### config.mk
export PLATFORM = sky130hd
export DESIGN_NAME = instr_mem_fetch
export DESIGN_NICKNAME = d
export VERILOG_FILES = /design/src/rtl/instr_mem_fetch.sv
export SDC_FILE = /design/constraint.sdc
export NUM_CORES = 2
export LEC_CHECK = 0
export CAP_MARGIN = 30
export CORE_MARGIN = 1
export CORE_UTILIZATION = 50
export DETAILED_ROUTE_END_ITERATION = 8
export GPL_ROUTABILITY_DRIVEN = 0
export PLACE_DENSITY = 0.7
export SETUP_SLACK_MARGIN = 0.05
export SLEW_MARGIN = 10
export SYNTH_ARGS = -nofsm -noshare
export SYNTH_HDL_FRONTEND = slang
export SYNTH_SLANG_ARGS = --single-unit
### constraint.sdc
create_clock -name clk -period 3.05 [get_ports clk]
set_input_delay 0.61 -clock clk [delete_from_list [all_inputs] [get_ports clk]]
set_output_delay 0.61 -clock clk [all_outputs]
set_load 0.05 [all_outputs]
### src/rtl/instr_mem_fetch.sv
// Pipelined fetch-stage instruction memory with program-load port and flush.
// Define INSTR_MEM_BOUNDS_EN to flag misaligned/out-of-range fetches; otherwise addresses wrap.
module instr_mem_fetch #(
  parameter int                DATA_W    = 16,
  parameter int                DEPTH     = 64,
  parameter int                ADDR_W    = 16,
  parameter int                LAT       = 1,
  parameter logic [DATA_W-1:0] HALT_WORD = DATA_W'(16'hEFFF)
) (
  input  logic                     clk,
  input  logic                     rst,
  input  logic                     req,
  input  logic [ADDR_W-1:0]        addr,
  output logic                     ready,
  input  logic                     flush,
  output logic                     rsp_valid,
  output logic [DATA_W-1:0]        rsp_data,
  output logic [ADDR_W-1:0]        rsp_addr,
  output logic                     rsp_err,
  input  logic                     ld_we,
  input  logic [$clog2(DEPTH)-1:0] ld_idx,
  input  logic [DATA_W-1:0]        ld_data
);

  localparam int BW    = $clog2(DATA_W / 8);
  localparam int IDX_W = $clog2(DEPTH);

  logic              accept;
  logic [IDX_W-1:0]  fetch_idx;
  logic              fetch_err;
  logic [DATA_W-1:0] fetch_data;

  logic [DATA_W-1:0] mem_q [DEPTH];
  logic [DATA_W-1:0] mem_d [DEPTH];

  logic [LAT-1:0]    vld_q;
  logic [LAT-1:0]    vld_d;
  logic [LAT-1:0]    err_q;
  logic [LAT-1:0]    err_d;
  logic [DATA_W-1:0] data_q [LAT];
  logic [DATA_W-1:0] data_d [LAT];
  logic [ADDR_W-1:0] addr_q [LAT];
  logic [ADDR_W-1:0] addr_d [LAT];

  // A load write steals the cycle from fetch, so the two never collide on the array.
  assign ready  = !rst && !ld_we;
  assign accept = req && ready;

  always_comb begin
    fetch_idx = addr[BW +: IDX_W];
    fetch_err = 1'b0;
`ifdef INSTR_MEM_BOUNDS_EN
    if ((addr[BW-1:0] != '0) || ((addr >> (BW + IDX_W)) != '0)) begin
      fetch_err = 1'b1;
    end
`endif
    fetch_data = fetch_err ? HALT_WORD : mem_q[fetch_idx];
  end

`ifndef INSTR_MEM_BOUNDS_EN
  // Byte-offset and high address bits are ignored when addresses wrap.
  logic unused_addr;
  assign unused_addr = ^addr;
`endif

  always_comb begin
    mem_d = mem_q;
    if (ld_we) begin
      mem_d[ld_idx] = ld_data;
    end
  end

  always_ff @(posedge clk) begin
    if (rst) begin
      for (int i = 0; i < DEPTH; i++) begin
        mem_q[i] <= HALT_WORD;
      end
    end else begin
      mem_q <= mem_d;
    end
  end

  // Stage 0 captures the read at the accept edge; later stages only shift.
  // Payload moves only with a live valid so the output holds its last response.
  always_comb begin
    vld_d  = vld_q;
    err_d  = err_q;
    data_d = data_q;
    addr_d = addr_q;

    vld_d[0] = accept;
    if (accept) begin
      data_d[0] = fetch_data;
      addr_d[0] = addr;
      err_d[0]  = fetch_err;
    end

    for (int i = 1; i < LAT; i++) begin
      vld_d[i] = vld_q[i-1] && !flush;
      if (vld_d[i]) begin
        data_d[i] = data_q[i-1];
        addr_d[i] = addr_q[i-1];
        err_d[i]  = err_q[i-1];
      end
    end
  end

  always_ff @(posedge clk) begin
    if (rst) begin
      vld_q <= '0;
      err_q <= '0;
      for (int i = 0; i < LAT; i++) begin
        data_q[i] <= '0;
        addr_q[i] <= '0;
      end
    end else begin
      vld_q  <= vld_d;
      err_q  <= err_d;
      data_q <= data_d;
      addr_q <= addr_d;
    end
  end

  assign rsp_valid = vld_q[LAT-1];
  assign rsp_data  = data_q[LAT-1];
  assign rsp_addr  = addr_q[LAT-1];
  assign rsp_err   = err_q[LAT-1];

endmodule
Word-level counts from Yosys, hierarchy flattened
Index checks and enable logic that the tools add are counted.
- register bits after elaboration: 1057
- input port bits: 43
- output and inout bits: 35
- logic and storage cells: 83
- $lt $le $gt $ge: 3
- mux-type cells: 6
- bitwise logic cells: 2
- reduce and logical (&&, ||, !) cells: 5
- operator list (kind ; count):
    $bwmux 1024 ; 1
    $bmux 16 s6 ; 1
    $demux 16 s6 ; 1
    $mux 16 ; 3
    $ge 7x7->1 const B ; 2
    $not 6->7 ; 2
    $lt 7x1->1 const B ; 1
    $logic_and 1x1->1 ; 3
    $logic_not 1->1 ; 2

Longest topological paths before layout
- depth after elaboration: 6
- gate-level depth with buffers: 9
- mapped depth without buffers: 5

Least setup slack after synthesis
Ideal clock, no wire load.
- path kind: input port to output port
- start point: input rst
- end point: output ready
- arrival: 2.025 ns
- required time: 2.440 ns
- setup slack: 0.415 ns
- stages: 5
- path buffers: 4
- cells stage by stage: clkbuf_1 -> clkbuf_1 -> buf_1 -> clkbuf_1 -> nor2_1
- cells in the longest elaborated chain, start to end: 2
- ends and longest elaborated chain (item ; RTL line ; text):
    from (decl) ; 11 ; input logic rst,
    $logic_not 1->1 ; 46 ; assign ready = !rst && !ld_we;
    $logic_and 1x1->1 ; 46 ;
    to (decl) ; 14 ; output logic ready,
Every way passes these cells.

Worst setup path in the final report
- start point: register data_q, in the netlist rsp_data[7]
- end point: output rsp_data[7]
- RTL lines (item ; RTL line ; text):
    from (decl) ; 40 ; logic [DATA_W-1:0] data_q [LAT];
    from (signal assigned) ; 119 ; data_q <= data_d;
    to (decl) ; 17 ; output logic [DATA_W-1:0] rsp_data,
No word-level cell between the ends.

==> impl_metrics.tcl <==
set metrics [dict create \
    viasPerCell 5.92 \
    gr-total-overflow 0 \
    path_cells "clkdlybuf4s50_1" \
    grt_max_degree 264 \
    numCtsBuffers 108 \
    die-area_mm2 0.0956 \
    period_share_pct 88.6 \
    setup_viol 0 \
    tns_ns 0 \
    dp_hpwl_mm 86.2 \
    cp_slowest_cell "clkdlybuf4s50_1" \
    ys_ff_latch 1057 \
    cp_max_fo 2 \
    critPathLaunch "rsp_data[7]" \
    cts_sinks 1057 \
    fin_skew_ns 0.0338 \
    ys_types 38 \
    status "completed" \
    cts_resized 0 \
    track_usage_pct 29.1 \
    drv_cap 0 \
    wl_per_cell_um 22.1 \
    path_clk_slew_ns 0.06 \
    cts_root_buffer "clkbuf_16" \
    synth-seq-area-share_pct 44.8 \
    r2r-start "mem_q[186]" \
    critical_path.startpoint_type "flip-flop" \
    final-hold-violation-count 0 \
    min_period_ns 2.70 \
    hp-class "in -> reg" \
    max-slew-margin-rel_pct 30.2 \
    clockBufferDepth 3 \
    yosys_warnings 0 \
    synth-edff-count 0 \
    hp-start "ld_data[11]" \
    post_synth.cell_area_avg_um2 9.44 \
    start_util_pct 50.6 \
    fillCellCount 7887 \
    dieWidth_um 309 \
    fmax_ghz 0.370 \
    cts_tree "yes" \
    endpoint "rsp_data[7]" \
    wl_met3_mm 10.5 \
    grt_pass1_wl_mm 216 \
    rows 112 \
    netlist_instances 4996 \
    ys.flop_type "dfxtp_1" \
    place_ws_ns 0.122 \
    drive_gt1_share_pct 14.4 \
    antenna_found_initial 5 \
    rsz0062_at_grt "false" \
    p_leak_nw 21.1 \
    antenna_left 0 \
    worstPathArrival_ns 2.09 \
    syn-num-nets 5039 \
    path_depth 1 \
    met2_length_mm 63.9 \
    reg2reg_depth 6 \
    syn_area_mm2 0.0472 \
    drt_iter0_drc 3618 \
    maxSlewViolCount 0 \
    holdBufCountCts 0 \
    end_kind "primary output" \
    fin_area_mm2 0.0538 \
    drc 0 \
    io_buffers 75 \
    reg2reg_slack_ns 1.01 \
    setup_ws_ns 0.346 \
    clock_latency_ns 0.71 \
    die_y_um 309 \
    worstSetupPathType "reg -> out" \
    dr.pass1.iters 6 \
    cts_setup_buffers 0 \
    top_layer "met5" \
    fp.coreArea_mm2 0.0933 \
    place_area_mm2 0.0501 \
    wl_mm 139 \
    rr_endpoint "rsp_data[10]" \
    critPathBufInv 1 \
    met1_length_mm 60.0 \
    syn2layout_area_growth_pct 14.1 \
    cpLargestDelayFamily "buffers and inverters" \
    worstMarginPinSlew_ns 1.05 \
    grt_pass1_vias 36300 \
    vias 37300 \
    powerDensity_mw_per_mm2 554 \
    ir_drop_v 0.000517 \
    final_util_pct 57.7 \
    nNetsFinal 4999 \
    io_pins 78 \
    critPathMaxStageDelay_ns 0.88 \
    crit_required_ns 2.44 \
    cts_max_level 3 \
    synth-async-reset-ratio_pct 0 \
]
## sequential cells by signal (all words and copies together), names as in the netlist
register,flops
rsp_data,16
rsp_valid,1
mem_q,1024
rsp_addr,16
## per-stage QoR
| stage | power [mW] | hold WS [ns] | instances |
|---|---|---|---|
| finish | 29.8 | 0.298 | 6305 |
| global route | 30.6 | 0.308 | 6305 |
| CTS | 29.9 | 0.272 | 6302 |
| detailed placement | 16.3 | 0.444 | 6099 |
| global placement | 16.3 | 0.440 | 6098 |
| floorplan | 15.6 | 0.432 | 4996 |
## per-layer routing
layer	vias to the layer above	global-route usage (%)
met3	270	4.73
met2	1451	45.9
met5	-	0
met4	2	11.3
met1	18500	40.0
li1	17100	-
## final cells by class
class / instances / area (µm²) / area share, %
multi-input cells: 3455 / 24000 / 44.7
flip-flops and latches: 1057 / 21200 / 39.3
diodes: 2 / 5.00 / 0.00930
clock inverters: 36 / 510 / 0.949
clock buffers: 167 / 3190 / 5.94
repair buffers: 334 / 3350 / 6.22
well taps: 1254 / 1570 / 2.92
## worst min path at each step
| stage | slack (ns) | cells after the start | to |
|---|---|---|---|
| 2_1_floorplan | 0.43 | 2 | mem_q[224] |
| 3_3_place_gp | 0.44 | 2 | mem_q[444] |
| 3_5_place_dp | 0.44 | 2 | mem_q[124] |
| 4_1_cts | 0.27 | 3 | mem_q[907] |
| 5_1_grt | 0.31 | 3 | mem_q[92] |
| 6_report | 0.30 | 3 | mem_q[987] |
## placed cells by master (no fill, tap or decap), drive strengths merged, types with 31 or more instances in the layout
cell           synthesis  routed
a211o                300     300
a21oi                 44      44
a22oi                 64      64
buf                  143     281
clkbuf               341     167
clkdlybuf4s50          0      53
dfxtp               1057    1057
mux2i                 92      92
mux4                 264     264
nand2               1492    1492
nand3b               662     662
nor2                  94      94
nor2b                315     315
o21ai                 31      31
## kinds of logic (layout without fill, tap and decap cells)
family                 after synthesis  after routing  share of synthesized area (%)
and+or+nand+nor                   2627           2627                           28.2
DFF                               1057           1057                           44.8
buffers and inverters              484            537                           4.36
AOI/OAI and AO/OA                  471            471                           7.93
muxes                              356            356                           14.7
other                                1              3                        0.00795
## worst reg2reg max path, cell delays in order (launching register included)
cell and delay, ns:
dfxtp_1 0.32, mux4_2 0.46, mux2i_1 0.38, a22oi_1 0.18, buf_4 0.21, nand2_1 0.26, o21ai_0 0.12
## power breakdown
part | internal [mW] | switching (mW)
Clock | 8.06 | 5.71
Combinational | 0.759 | 1.26
Sequential | 13.9 | 0.0881
## synth_stat cells, types with 2 or more instances
library cell  instances  area [µm²]
nand3_1              23         115
buf_1                28         105
mux2i_1              92         921
a21oi_1              44         220
a22oi_1              64         480
mux4_1               13         342
buf_4                12        90.1
nor2b_1             315        1970
nand3b_1            662        4970
nor3b_1               2        15.0
clkbuf_1            341        1280
nand2b_1             21         131
mux4_2              251        5650
and3b_1               2        17.5
or3b_1                2        17.5
buf_2                98         490
a221oi_1             16         140
o21ai_0              30         150
nor3_1                2        10.0
buf_12                4        80.1
nand2_1            1492        5600
and2_1                4        25.0
nor3_2                2        20.0
a211oi_1              8        60.1
o31ai_1               8        60.1
dfxtp_1            1057       21200
nor2_1               93         349
a211o_1             300        2630
No activity file was read; power rests on OpenSTA's default activity.
